--- config.mk ---
export PLATFORM = sky130hd
export DESIGN_NAME = gen_padder_serdes_flat
export DESIGN_NICKNAME = d
export VERILOG_FILES = /design/src/rtl/gen_padder_serdes_if.sv /design/src/rtl/gen_padder_serdes.sv /design/src/flat_wrapper.sv
export SDC_FILE = /design/constraint.sdc
export NUM_CORES = 1
export LEC_CHECK = 0
export ABC_CLOCK_PERIOD_IN_PS = 2800
export BUFFER_PORTS_ARGS = -buffer_cell sky130_fd_sc_hd__buf_4
export CORE_MARGIN = 1
export CORE_UTILIZATION = 50
export CTS_BUF_LIST = sky130_fd_sc_hd__clkbuf_16
export DETAILED_ROUTE_END_ITERATION = 7
export GPL_TIMING_DRIVEN = 0
export PLACE_DENSITY = 0.9
export SYNTH_ARGS = -nofsm -noshare
export SYNTH_HDL_FRONTEND = slang
export SYNTH_SLANG_ARGS = --single-unit
--- constraint.sdc ---
create_clock -name clk -period 2.8 [get_ports clk]
set_clock_uncertainty 0.05 [all_clocks]
set_input_delay 0.14 -clock clk [delete_from_list [all_inputs] [get_ports clk]]
set_output_delay 0.14 -clock clk [all_outputs]
set_load 0.01 [all_outputs]
--- src/rtl/gen_padder_serdes_if.sv ---
// Frame-in / word-out stream bundle for gen_padder_serdes.
// Latency: none, wires only.
// Backpressure: valid/ready on both the frame side and the word side.
interface gen_padder_serdes_if #(
  parameter int N_CH      = 4,
  parameter int IN_WIDTH  = 12,
  parameter int OUT_WIDTH = 48
);
  localparam int CH_W = (N_CH > 1) ? $clog2(N_CH) : 1;

  logic [N_CH*IN_WIDTH-1:0] in_data;
  logic                     in_sign_ext;
  logic                     in_valid;
  logic                     in_ready;
  logic [OUT_WIDTH-1:0]     out_data;
  logic [CH_W-1:0]          out_ch;
  logic                     out_last;
  logic                     out_valid;
  logic                     out_ready;

  // Producer of frames and consumer of words.
  modport master (
    output in_data, in_sign_ext, in_valid, out_ready,
    input  in_ready, out_data, out_ch, out_last, out_valid
  );

  // The padder/serialiser itself.
  modport slave (
    input  in_data, in_sign_ext, in_valid, out_ready,
    output in_ready, out_data, out_ch, out_last, out_valid
  );
endinterface

--- src/rtl/gen_padder_serdes.sv ---
// Pads each sample of an N_CH frame into an OUT_WIDTH fixed-point word and emits one channel per beat.
// Latency: first word valid 1 cycle after the frame handshake; one word per cycle, gapless between frames.
// Backpressure: out_* held while out_ready is low; in_ready only when idle or on the accepted last beat.
module gen_padder_serdes #(
  parameter int N_CH        = 4,
  parameter int IN_WIDTH    = 12,
  parameter int OUT_WIDTH   = 48,
  parameter int R_PAD_WIDTH = 32
) (
  input  logic               clk,
  input  logic               rst,
  gen_padder_serdes_if.slave bus
);
  localparam int CH_W  = (N_CH > 1) ? $clog2(N_CH) : 1;
  localparam int L_PAD = OUT_WIDTH - IN_WIDTH - R_PAD_WIDTH;
  localparam logic [CH_W-1:0] LAST_CH = CH_W'(N_CH - 1);

  generate
    if (L_PAD < 0) begin : g_bad_width
      $error("gen_padder_serdes: OUT_WIDTH too small for IN_WIDTH + R_PAD_WIDTH");
    end
    if (N_CH < 1) begin : g_bad_nch
      $error("gen_padder_serdes: N_CH must be at least 1");
    end
  endgenerate

  typedef enum logic {IDLE, SEND} state_t;

  state_t                   state_q;
  state_t                   state_d;
  logic [N_CH*IN_WIDTH-1:0] frame_q;
  logic                     sext_q;
  logic                     capture;
  logic                     advance;
  logic [CH_W-1:0]          ch_nx;

  // Sample lands above R_PAD_WIDTH zeros; the bits above it copy the sample MSB only when sign-extending.
  function automatic logic [OUT_WIDTH-1:0] fmt(input logic [IN_WIDTH-1:0] s, input logic sx);
    logic [OUT_WIDTH-1:0] w;
    w = '0;
    w[R_PAD_WIDTH +: IN_WIDTH] = s;
    for (int b = IN_WIDTH + R_PAD_WIDTH; b < OUT_WIDTH; b++) begin
      w[b] = sx & s[IN_WIDTH-1];
    end
    return w;
  endfunction

  assign bus.out_valid = (state_q == SEND);
  assign ch_nx         = bus.out_ch + CH_W'(1);

  // Next state, frame capture / channel advance decisions and the combinational in_ready.
  always_comb begin
    state_d      = state_q;
    capture      = 1'b0;
    advance      = 1'b0;
    bus.in_ready = 1'b0;
    case (state_q)
      IDLE: begin
        bus.in_ready = !rst;
        if (bus.in_valid) begin
          capture = 1'b1;
          state_d = SEND;
        end
      end
      SEND: begin
        if (bus.out_ready) begin
          if (bus.out_last) begin
            // Last word leaving: a waiting frame is taken in the same cycle so there is no bubble.
            bus.in_ready = !rst;
            if (bus.in_valid) begin
              capture = 1'b1;
            end else begin
              state_d = IDLE;
            end
          end else begin
            advance = 1'b1;
          end
        end
      end
      default: state_d = IDLE;
    endcase
  end

  // State register.
  always_ff @(posedge clk) begin
    if (rst) begin
      state_q <= IDLE;
    end else begin
      state_q <= state_d;
    end
  end

  // Frame register and registered output word; the held frame feeds every beat after the first.
  always_ff @(posedge clk) begin
    if (rst) begin
      frame_q      <= '0;
      sext_q       <= 1'b0;
      bus.out_data <= '0;
      bus.out_ch   <= '0;
      bus.out_last <= 1'b0;
    end else if (capture) begin
      frame_q      <= bus.in_data;
      sext_q       <= bus.in_sign_ext;
      bus.out_data <= fmt(bus.in_data[0 +: IN_WIDTH], bus.in_sign_ext);
      bus.out_ch   <= '0;
      bus.out_last <= (N_CH == 1);
    end else if (advance) begin
      bus.out_data <= fmt(frame_q[int'(ch_nx)*IN_WIDTH +: IN_WIDTH], sext_q);
      bus.out_ch   <= ch_nx;
      bus.out_last <= (ch_nx == LAST_CH);
    end
  end
endmodule

--- src/flat_wrapper.sv ---
// flat-port wrapper written by rule: the top's interface ports become plain ports
module gen_padder_serdes_flat 
#(
  parameter int N_CH        = 4,
  parameter int IN_WIDTH    = 12,
  parameter int OUT_WIDTH   = 48,
  parameter int R_PAD_WIDTH = 32
)
  (clk, rst, bus_in_data, bus_in_sign_ext, bus_in_valid, bus_out_ready, bus_in_ready, bus_out_data, bus_out_ch, bus_out_last, bus_out_valid);
  gen_padder_serdes_if #(.N_CH(N_CH), .IN_WIDTH(IN_WIDTH), .OUT_WIDTH(OUT_WIDTH)) bus_i ();
  input  logic clk;
  input  logic rst;
  input wire logic [$bits(bus_i.in_data)-1:0] bus_in_data;
  input wire logic [$bits(bus_i.in_sign_ext)-1:0] bus_in_sign_ext;
  input wire logic [$bits(bus_i.in_valid)-1:0] bus_in_valid;
  input wire logic [$bits(bus_i.out_ready)-1:0] bus_out_ready;
  output wire logic [$bits(bus_i.in_ready)-1:0] bus_in_ready;
  output wire logic [$bits(bus_i.out_data)-1:0] bus_out_data;
  output wire logic [$bits(bus_i.out_ch)-1:0] bus_out_ch;
  output wire logic [$bits(bus_i.out_last)-1:0] bus_out_last;
  output wire logic [$bits(bus_i.out_valid)-1:0] bus_out_valid;
  assign bus_i.in_data = bus_in_data;
  assign bus_i.in_sign_ext = bus_in_sign_ext;
  assign bus_i.in_valid = bus_in_valid;
  assign bus_i.out_ready = bus_out_ready;
  assign bus_in_ready = bus_i.in_ready;
  assign bus_out_data = bus_i.out_data;
  assign bus_out_ch = bus_i.out_ch;
  assign bus_out_last = bus_i.out_last;
  assign bus_out_valid = bus_i.out_valid;
  gen_padder_serdes #(.N_CH(N_CH), .IN_WIDTH(IN_WIDTH), .OUT_WIDTH(OUT_WIDTH), .R_PAD_WIDTH(R_PAD_WIDTH)) u_core (.clk(clk), .rst(rst), .bus(bus_i));
endmodule
Yosys cells after proc, flatten, opt, wreduce, memory -nomap -nowiden. Index checks and enable logic that the tools add are counted.

Register bits: 69. Bits of input ports: 53. Output and inout port bits: 53.

Add/sub/neg operators: 1. Multiply operators: 1. Equality and inequality tests: 1. Shift operators: 1. Muxes and demuxes: 15. Bitwise gates (word level): 3. Reductions and logical operators: 3.

Operators with widths (count): 48-bit two-way mux (2); 48-bit by 32-bit variable part select with 12-bit output (1); 1-bit two-way mux (10); 1-bit one-hot mux with 2 select lines (3); 2-bit by 2-bit multiplier with 4-bit output (second input constant) (1); 2-bit by 1-bit adder with 2-bit output (second input constant) (1); 1-bit AND (2); 2-bit equality test (second input constant) (1); 2-bit nonzero test (1); 2-bit OR reduction (1); 1-bit logical NOT (1); 1-bit inverter (1).

Depth between registers and ports, before layout.
Word-level depth: 6. Mapped depth: 7. Gate-level depth less buffers: 5.

Least setup slack after synthesis. Ideal clock, no wire load.

Kind: flip-flop to flip-flop. Start point: register u_core.bus.out_ch[0]. End point: register u_core.bus.out_data[46]. Library setup time: 132 ps. Arrival time: 1908 ps. Slack: 710 ps. Cell stages (with the launch flop): 7. Buffers on the path: 1. Period minus slack after synthesis: 2090 ps. Cells stage by stage: dfxtp_1 -> buf_6 -> inv_1 -> ha_1 -> mux4_2 -> a311oi_1 -> nor3_1.

Word-level cells in the longest chain between the ends: 6.

RTL lines: start: declaration (RTL line gen_padder_serdes_if.sv:30) `output in_ready, out_data, out_ch, out_last, out_valid`; start signal: assignment (RTL line gen_padder_serdes.sv:109) `bus.out_ch <= ch_nx;`; 2-bit by 1-bit adder with 2-bit output (RTL line gen_padder_serdes.sv:49) `assign ch_nx = bus.out_ch + CH_W'(1);`; via u_core.ch_nx[0] (RTL line gen_padder_serdes.sv:35) `logic [CH_W-1:0] ch_nx;`; 2-bit by 2-bit multiplier with 4-bit output (RTL line gen_padder_serdes.sv:108) `bus.out_data <= fmt(frame_q[int'(ch_nx)*IN_WIDTH +: IN_WIDTH], sext_q);`; 48-bit by 32-bit variable part select with 12-bit output (RTL line gen_padder_serdes.sv:108); 1-bit AND (RTL line gen_padder_serdes.sv:43) `w[b] = sx & s[IN_WIDTH-1];`; 48-bit two-way mux (RTL line gen_padder_serdes.sv:107) `end else if (advance) begin`; 48-bit two-way mux (RTL line gen_padder_serdes.sv:101) `end else if (capture) begin`; end signal: assignment (RTL line gen_padder_serdes.sv:104) `bus.out_data <= fmt(bus.in_data[0 +: IN_WIDTH], bus.in_sign_ext);`; end signal: assignment (RTL line gen_padder_serdes.sv:108); end: declaration (RTL line gen_padder_serdes_if.sv:30).

The timed path passes the listed nets, and every way through them passes these cells. The select of a mux whose other input is x is not followed. A chain may end at the register's enable or synchronous reset.

Worst setup path in the final report.
Start point: register u_core.bus.out_ch[0]. End point: register u_core.bus.out_data[35].

Word-level cells in the longest chain between the ends: 5.

RTL lines (RTL line): 2-bit by 1-bit adder with 2-bit output (gen_padder_serdes.sv:49); via u_core.ch_nx[0] (gen_padder_serdes.sv:35); 2-bit by 2-bit multiplier with 4-bit output (gen_padder_serdes.sv:108); 48-bit by 32-bit variable part select with 12-bit output (gen_padder_serdes.sv:108); 48-bit two-way mux (gen_padder_serdes.sv:107); 48-bit two-way mux (gen_padder_serdes.sv:101).

The timed path passes the listed nets, and every way through them passes these cells. The select of a mux whose other input is x is not followed.

==> out/results.tsv <==
metric	value	unit
outcome	completed	
critical path required time	2950	ps
RSZ-0062 raised after global routing	false	
Mapped Cells	345	
final std cells w/o fill	536	
Clk pin slew, worst setup/hold paths	60	ps
fin crit share	0.854	
Cell Int Power	1.96	mW
worst endpoint data arrival time	2540	ps
post-layout min period	2390	ps
post-cts sizing count	0	
IO buf count	72	
R2R Path Start	u_core.bus.out_ch[0]$_SDFFE_PP0P_	
# DRC	0	
leak pwr	1.87	nW
crit-path max FO	10	
Max Freq	418	MHz
Clock Power Share	0.451	
WS Path Type	reg -> reg	
Hold Startpoint	bus_in_data[47]	
WP buf/inv	3	
worst-skew pair later-pin latency	330	ps
CORE AREA	5640	µm²
Iter 0 DRT Violations	312	
Area Growth Syn to Fin	35.0	%
overall routing resource usage	0.280	
sequential area share after synthesis	0.439	
fill count	410	
power per cell area	640	nW/µm²
hold path cells	3	
drt pass-1 iters	5	
DRT Wirelength	8.54	mm
final slew viol count	0	
initial antenna violation count	0	
vias in the first global route	2822	
DRT antenna net count	0	
drt wl/cell	15.9	µm
CTS root buffer	clkbuf_16	
critical path's slowest cell	mux4_1	
CTS tree	yes	
layout cell share with drive strength beyond 1	0.310	
CP delay by family, top	multiplexers	
H-tree levels	3	
Seq pwr share	0.398	
yosys synthesis warning count	0	
setup tns final	0	ps
first-pass GRT wire length	13.1	mm
Comb pwr share	0.151	
Critical Path Most Common Cell	buf_6	
Worst path depth	7	
GRT overflow	0	
Peak VDD IR	0.452	mV
setup bufs post-CTS	0	
mapped cell area	3010	µm²
via count	2867	
clk sink count	66	
Net Sw Frac	0.247	
Max clock buf depth	2	
Synth area leader	dfxtp_1	
final setup fails	0	
register bit total from synthesis	66	
reg2reg end	u_core.bus.out_data[35]$_SDFFE_PP0P_	
post-synthesis average cell area	8.73	µm²
Inst Count DP	520	
worst path cell trace	buf_6 -> inv_1 -> ha_1 -> buf_6 -> mux4_1 -> nor2_1 -> nor3_1	
Post-CTS Hold Fix Bufs	0	
top cell type's share of synthesized area	0.439	
element type at the critical path end	flip-flop	
startpoint types	flip-flop	
# nets final	513	
Die Width	79.6	µm
Worst Hold End	u_core.frame_q[47]$_SDFFE_PP0P_	
Worst Hold Class	in -> reg	
die area	6340	µm²
initial core utilization	0.534	
Post-DP HPWL	5.82	mm
Slew headroom	0.591	
Worst-Margin Slew	613	ps
CP max stage delay	600	ps
largest net degree at the start of global routing	12	
Num CTS Buffers	9	
die height	79.6	µm
register-to-register setup slack	410	ps
top cells by area, synth	dfxtp_1 44%, nand2_1 13%, buf_4 9.0%	
Reg2Reg Depth	7	
FP Rows	27	
drt via density	5.35	
Netlist cell types	29	
top-level I/O count	106	
maxcap violations	0	
diode count	0	
final hold violation count	0	
GP Congestion	0.881	
P_sw	0.643	mW
## worst max path at each step
stage	start	slack (ps)	endpoint
floorplan	u_core.bus.out_ch[0]$_SDFFE_PP0P_	710	u_core.bus.out_data[46]$_SDFFE_PP0P_
global placement	u_core.bus.out_ch[0]$_SDFFE_PP0P_	520	u_core.bus.out_data[35]$_SDFFE_PP0P_
detailed placement	u_core.bus.out_ch[0]$_SDFFE_PP0P_	440	u_core.bus.out_data[35]$_SDFFE_PP0P_
CTS	u_core.bus.out_ch[0]$_SDFFE_PP0P_	450	u_core.bus.out_data[35]$_SDFFE_PP0P_
global route	u_core.bus.out_ch[0]$_SDFFE_PP0P_	390	u_core.bus.out_data[32]$_SDFFE_PP0P_
finish	u_core.bus.out_ch[0]$_SDFFE_PP0P_	410	u_core.bus.out_data[35]$_SDFFE_PP0P_
## power groups by stage
stage	clock (mW)	combinational, mW	sequential, mW
5_1_grt	1.21	0.421	1.04
4_1_cts	1.17	0.387	1.03
3_5_place_dp	0	0.382	1.05
3_3_place_gp	0	0.370	1.05
6_report	1.18	0.393	1.04
2_1_floorplan	0	0.230	1.05
## registers in the layout, summed over array words and instances, names as in the netlist
name and count:
u_core.bus.out_ch 2, u_core.bus.out_last 1, u_core.bus.out_data 13, u_core.frame_q 48, u_core.bus.out_valid 1, u_core.sext_q 1
## kinds of logic after synthesis
group	Yosys count	synth area share
AOI/OAI and AO/OA	70	0.135
buffers and inverters	59	0.138
and+or+nand+nor	135	0.179
xor gates and xnor gates	1	0.00291
adders and majority gates	1	0.00415
other	1	0.00124
muxes	12	0.102
DFF	66	0.439
## cell type report
class | instances | area [µm²] | share of cell area
Multi-Input combinational cell | 251 | 1390 | 0.342
Sequential cell | 66 | 1320 | 0.325
Timing Repair Buffer | 72 | 541 | 0.133
Buffer | 57 | 408 | 0.100
Clock buffer | 9 | 225 | 0.0554
Tap cell | 72 | 90.1 | 0.0221
Clock inverter | 7 | 83.8 | 0.0206
Inverter | 2 | 7.51 | 0.00185
## layout by cell type (no fill, tap or decap)
| cell | instances |
|---|---|
| mux4_1 | 10 |
| nand3_1 | 3 |
| inv_1 | 2 |
| a31oi_1 | 1 |
| a21bo_2 | 1 |
| nor3_1 | 7 |
| clkinvlp_4 | 1 |
| o22ai_1 | 4 |
| a311oi_2 | 1 |
| buf_2 | 9 |
| nor2b_2 | 2 |
| o21ai_0 | 1 |
| nor2_2 | 1 |
| nor2_1 | 14 |
| xnor2_1 | 1 |
| a21boi_1 | 1 |
| a311oi_1 | 7 |
| nand2_1 | 106 |
| buf_4 | 108 |
| a21oi_1 | 53 |
| ha_1 | 1 |
| clkbuf_16 | 9 |
| conb_1 | 32 |
| o21ba_1 | 1 |
| buf_6 | 5 |
| mux4_2 | 2 |
| clkinv_1 | 3 |
| clkinv_2 | 1 |
| bufinv_16 | 2 |
| dfxtp_1 | 66 |
| nand2_2 | 1 |
| clkbuf_8 | 1 |
| nand3b_1 | 1 |
| clkbuf_1 | 6 |
## cells in the mapped netlist (all sizes together)
master and instances:
nand3b 1, buf 50, clkbuf 7, dfxtp 66
inv 2, nand2 107, conb 1, nor2 15
o21ba 1, a21bo 1, mux4 12, a31oi 1
o21ai 1, xnor2 1, nor3 7, o22ai 4
a21boi 1, ha 1, a311oi 8, nand3 3
a21oi 53, nor2b 2
## through the flow
step	utilization	total power [mW]	area [µm²]	hold slack [ps]	worst slack (ps)
6_report	0.721	2.61	4070	6.12	408
5_1_grt	0.721	2.67	4070	11.5	385
4_1_cts	0.721	2.60	4070	3.92	447
3_5_place_dp	0.666	1.43	3760	347	438
3_3_place_gp	0.666	1.42	3760	338	523
2_1_floorplan	-	1.28	3130	226	710
## metal layers
layer	share of wire	up-vias	global-route usage
li1	-	1333	-
met1	0.35	1308	0.300
met2	0.52	190	0.482
met3	0.095	36	0.0606
met4	0.043	0	0.209
met5	0	-	0
## worst register-to-register path, stage by stage, from the launching register on
cell and delay, ps:
dfxtp_1 470, buf_6 210, inv_1 90, ha_1 430, buf_6 210, mux4_1 600
nor2_1 140, nor3_1 70
No activity file was read; power rests on OpenSTA's default activity.
